===== src/rtl/uart_rx.sv =====
// Asynchronous 8N1-style serial receiver: mid-bit sampling, LSB-first assembly,
// stop-bit check, and one-cycle strobes for good words and framing errors.
module uart_rx #(
    parameter int ClockFrequency = 50000000,
    parameter int BaudRate       = 9600,
    parameter int NrOfDataBits   = 8
) (
    input  logic                    clock,
    input  logic                    reset,
    input  logic                    rx,
    output logic [NrOfDataBits-1:0] dataBits,
    output logic                    dataValid,
    output logic                    frameError,
    output logic                    busy
);

    localparam int BitPeriod  = ClockFrequency / BaudRate;
    localparam int HalfPeriod = BitPeriod / 2;
    localparam int TimerWidth = $clog2(BitPeriod);
    localparam int IndexWidth = (NrOfDataBits > 1) ? $clog2(NrOfDataBits) : 1;

    localparam logic [TimerWidth-1:0] BitLast   = TimerWidth'(BitPeriod - 1);
    localparam logic [TimerWidth-1:0] HalfLast  = TimerWidth'(HalfPeriod - 1);
    localparam logic [IndexWidth-1:0] IndexLast = IndexWidth'(NrOfDataBits - 1);

    generate
        if (BitPeriod < 4) begin : g_bad_period
            $error("uart_rx: ClockFrequency/BaudRate must be at least 4");
        end
        if (NrOfDataBits < 5 || NrOfDataBits > 9) begin : g_bad_width
            $error("uart_rx: NrOfDataBits must lie in 5..9");
        end
    endgenerate

    typedef enum logic [2:0] {
        IDLE,
        START,
        DATA,
        STOP,
        BREAK
    } state_t;

    state_t                  state;
    logic [TimerWidth-1:0]   timer;
    logic [IndexWidth-1:0]   index;
    logic [NrOfDataBits-1:0] shift_reg;
    logic                    rx_meta;
    logic                    rx_sync;

    // Two-flop synchronizer; resets to the idle (high) line level.
    always_ff @(posedge clock) begin
        if (!reset) begin
            rx_meta <= 1'b1;
            rx_sync <= 1'b1;
        end else begin
            rx_meta <= rx;
            rx_sync <= rx_meta;
        end
    end

    // busy is updated alongside every state change so it tracks state != IDLE exactly.
    always_ff @(posedge clock) begin
        if (!reset) begin
            state      <= IDLE;
            timer      <= '0;
            index      <= '0;
            shift_reg  <= '0;
            dataBits   <= '0;
            dataValid  <= 1'b0;
            frameError <= 1'b0;
            busy       <= 1'b0;
        end else begin
            dataValid  <= 1'b0;
            frameError <= 1'b0;
            case (state)
                IDLE: begin
                    timer <= '0;
                    index <= '0;
                    if (!rx_sync) begin
                        state <= START;
                        busy  <= 1'b1;
                    end
                end
                START: begin
                    if (timer == HalfLast) begin
                        timer <= '0;
                        if (rx_sync) begin
                            state <= IDLE;
                            busy  <= 1'b0;
                        end else begin
                            state <= DATA;
                            index <= '0;
                        end
                    end else begin
                        timer <= timer + 1'b1;
                    end
                end
                DATA: begin
                    if (timer == BitLast) begin
                        timer            <= '0;
                        shift_reg[index] <= rx_sync;
                        if (index == IndexLast) begin
                            state <= STOP;
                        end else begin
                            index <= index + 1'b1;
                        end
                    end else begin
                        timer <= timer + 1'b1;
                    end
                end
                STOP: begin
                    if (timer == BitLast) begin
                        timer <= '0;
                        if (rx_sync) begin
                            dataBits  <= shift_reg;
                            dataValid <= 1'b1;
                            state     <= IDLE;
                            busy      <= 1'b0;
                        end else begin
                            frameError <= 1'b1;
                            state      <= BREAK;
                        end
                    end else begin
                        timer <= timer + 1'b1;
                    end
                end
                BREAK: begin
                    // Hold off until the line returns high so a break cannot retrigger.
                    timer <= '0;
                    if (rx_sync) begin
                        state <= IDLE;
                        busy  <= 1'b0;
                    end
                end
                default: begin
                    state <= IDLE;
                    timer <= '0;
                    busy  <= 1'b0;
                end
            endcase
        end
    end

endmodule


===== config.mk =====
export PLATFORM = sky130hd
export DESIGN_NAME = uart_rx
export DESIGN_NICKNAME = d
export VERILOG_FILES = /design/src/rtl/uart_rx.sv
export SDC_FILE = /design/constraint.sdc
export NUM_CORES = 1
export LEC_CHECK = 0
export BUFFER_PORTS_ARGS = -buffer_cell sky130_fd_sc_hd__buf_4
export CORE_UTILIZATION = 60
export CTS_CLUSTER_DIAMETER = 50
export DETAILED_ROUTE_END_ITERATION = 8
export PLACE_DENSITY = 0.79
export SLEW_MARGIN = 20
export SYNTH_ARGS = -nofsm -noshare
export SYNTH_HDL_FRONTEND = slang
export SYNTH_SLANG_ARGS = --single-unit

===== constraint.sdc =====
create_clock -name clock -period 2.8 [get_ports clock]
set_input_delay 0.42 -clock clock [delete_from_list [all_inputs] [get_ports clock]]
set_output_delay 0.42 -clock clock [all_outputs]
set_load 0.01 [all_outputs]

==> metrics.yaml <==
run_status:
  outcome: "complete, no violations"
setup_path:
  crit_required_ps: 3010
  cpMaxStageDelayCell: "o221ai_2"
  cp-startpoint: "timer[0]"
  path_cells: "ha_1 -> nor4bb_1 -> a31oi_1 -> o221ai_2 -> nor2_1"
  path_buf_inv: 0
  crit_fanout: 13
  crit_family: "compound AO/OA/AOI/OAI gates"
  critPathKind: "reg -> reg"
  slowest_delay_ps: 550
  r2r_start: "timer[0]"
  critPathArrivalTime_ps: 2280
  worstSetupStartpointType: "flip-flop"
  cp-end-kind: "flip-flop"
die:
  std_cell_rows: 20
  die_w_um: 60.1
  die_area_um2: 3610
  core_um2: 3130
  start_util_pct: 64.7
  pin_count: 14
  die_height_um: 60.1
timing:
  relSlewSlack_pct: 48.0
  period_needed_ps: 2070
  drv_slew: 0
  hold_viol: 0
  fmax_mhz: 484
  worst_pin_slew_ps: 779
  rsz0062_at_grt: "false"
  period_share_pct: 73.8
  tns_ps: 0
  skew_ps: 7.61
  setup_viol_count_final: 0
logic_synthesis:
  synthesis.nets: 225
  yosysSeqAreaShare_pct: 39.6
  synth.top_cell.area_share_pct: 39.6
  avgSynthCellArea_um2: 9.24
  yosys.area_share.xor_xnor_pct: 4.76
  synth_compound_area_share_pct: 10.7
  synth_edf_count: 0
  yosysMostFrequentCell: "dfxtp_1"
  yosysTopAreaCell: "dfxtp_1"
  ys.flop_type: "dfxtp_1"
  async_reset_ff_share_pct: 0
  ys_top_cells_by_count: "40 x dfxtp_1, 21 x nor2_1, 19 x nand2_1"
  ys_types: 49
  ys_warn_count: 0
  synth_top_family_by_area: "simple AND/OR/NAND/NOR gates"
  synthTopCellsByArea: "dfxtp_1 40%, mux2i_1 5.4%, nand3_1 4.5%, nor2_1 3.9%, nand2_1 3.5%"
  synth_adder_area_share_pct: 1.86
  muxShareOfSynthArea_pct: 5.44
  synth_seq_cells: 40
  yosys.area_share.simple_pct: 32.9
  syn_area_um2: 2020
  syn_inst: 219
clock_tree:
  cts_root_buf: "clkbuf_4"
  post_cts.repair.setup_buffers: 0
  cts_buffer_depth: 2
  clock_latency_ps: 340
  htreeDepth: 2
  cts_buffers: 5
  tritoncts: "yes"
  clock-sinks: 40
  ctsResizeCount: 0
  hold_buffers: 0
  cts.clk_slew.worst_paths_ps: 100
drt:
  drt_iter0_markers: 110
  drc: 0
  routed_wl_um: 4010
  via_per_inst: 5.97
  ant_nets: 0
  routedWlPerCell_um: 15.0
  dr.pass1.iters: 4
  via_count: 1594
placement:
  place.gp.congestion: 0.824
  portBuffers: 13
  place_area_um2: 2090
  place_hpwl_um: 2890
global_routing:
  grt_pass1_wl_um: 6530
  met2_usage_pct: 36.2
  grt_use_total_pct: 24.9
  top_usage_layer: "met2"
  grt_pass1_vias: 1383
  use_met1_pct: 35.1
  grt_max_degree: 26
  grtUsageMet3_pct: 6.06
  gr-total-overflow: 0
  grt_antenna_before_repair: 0
finish:
  largest_reg_flops: 13
  nNetsFinal: 228
  final_cell_area_um2: 2150
  area_growth_pct: 6.25
  diodes: 0
  utilization_pct: 68.7
  drive_gt1_share_pct: 15.7
flow_run:
  cap_violations: 0
power_and_ir_drop:
  leakage_nw: 0.723
  vdd_drop_max_mv: 0.309
  powerDensity_nw_per_um2: 421
hold_path:
  hold_class: "in -> reg"
  min_from: "rx"
[worst paths after layout]
kind	cells past startpoint	endpoint	slack (ps)
max	5	timer[8]	730
min	2	rx_meta	260
max reg2reg	5	timer[8]	730
min reg2reg	1	rx_sync	450
[layout make-up]
class / instances / area (µm²)
clock buffers: 8 / 58.8
fillers: 265 / 978
inverters: 3 / 11.3
multi-input cells: 159 / 1130
flip-flops and latches: 40 / 801
well taps: 44 / 55.1
repair buffers: 13 / 97.6
[placed cells by master (no fill, tap or decap), drive strengths merged, types with 2 or more instances in the layout]
| master | count |
|---|---|
| nor2 | 21 |
| o41ai | 2 |
| o21ai | 11 |
| ha | 3 |
| inv | 3 |
| mux2i | 11 |
| clkbuf | 8 |
| nand2b | 3 |
| nand4b | 4 |
| nor4bb | 2 |
| nor4b | 4 |
| a21oi | 11 |
| and4bb | 3 |
| nand2 | 19 |
| nand3 | 18 |
| nor3 | 4 |
| xnor2 | 7 |
| dfxtp | 40 |
| nor4 | 5 |
| a211oi | 2 |
| nand3b | 2 |
| buf | 13 |
| nand4bb | 3 |
| xor2 | 4 |
| or3b | 2 |
| nand4 | 4 |
| and4 | 3 |
[per-stage QoR]
stage               hold WS (ps)  power, W  cells  setup slack (ps)
floorplan                    386  0.000616    219              1030
global placement             392  0.000621    259               928
detailed placement           410  0.000623    259               753
CTS                          247  0.000912    267               748
global route                 242  0.000941    267               552
finish                       258  0.000905    267               733
[cells by family (layout without fill, tap and decap cells)]
logic type               count (synthesis)  after routing
multiplexers                            11             11
AND/OR/NAND/NOR                        101            101
XOR/XNOR                                11             11
adder cells (fa/ha/maj)                  3              3
buffers and inverters                   20             24
AO/OA/AOI/OAI                           33             33
flip-flops                              40             40
[power by group]
group          internal (W)  switching, W  leakage, nW   total, W
logic             0.0000121     0.0000194        0.367  0.0000314
registers          0.000572    0.00000695        0.323   0.000579
clock network      0.000124      0.000170       0.0326   0.000294
[routing by layer]
layer  wire, µm  share of wire, %
met4         52               1.3
met2       1830                46
met5          0                 0
met3        160               4.0
met1       1960                49
(Power assumes the default switching activity.)
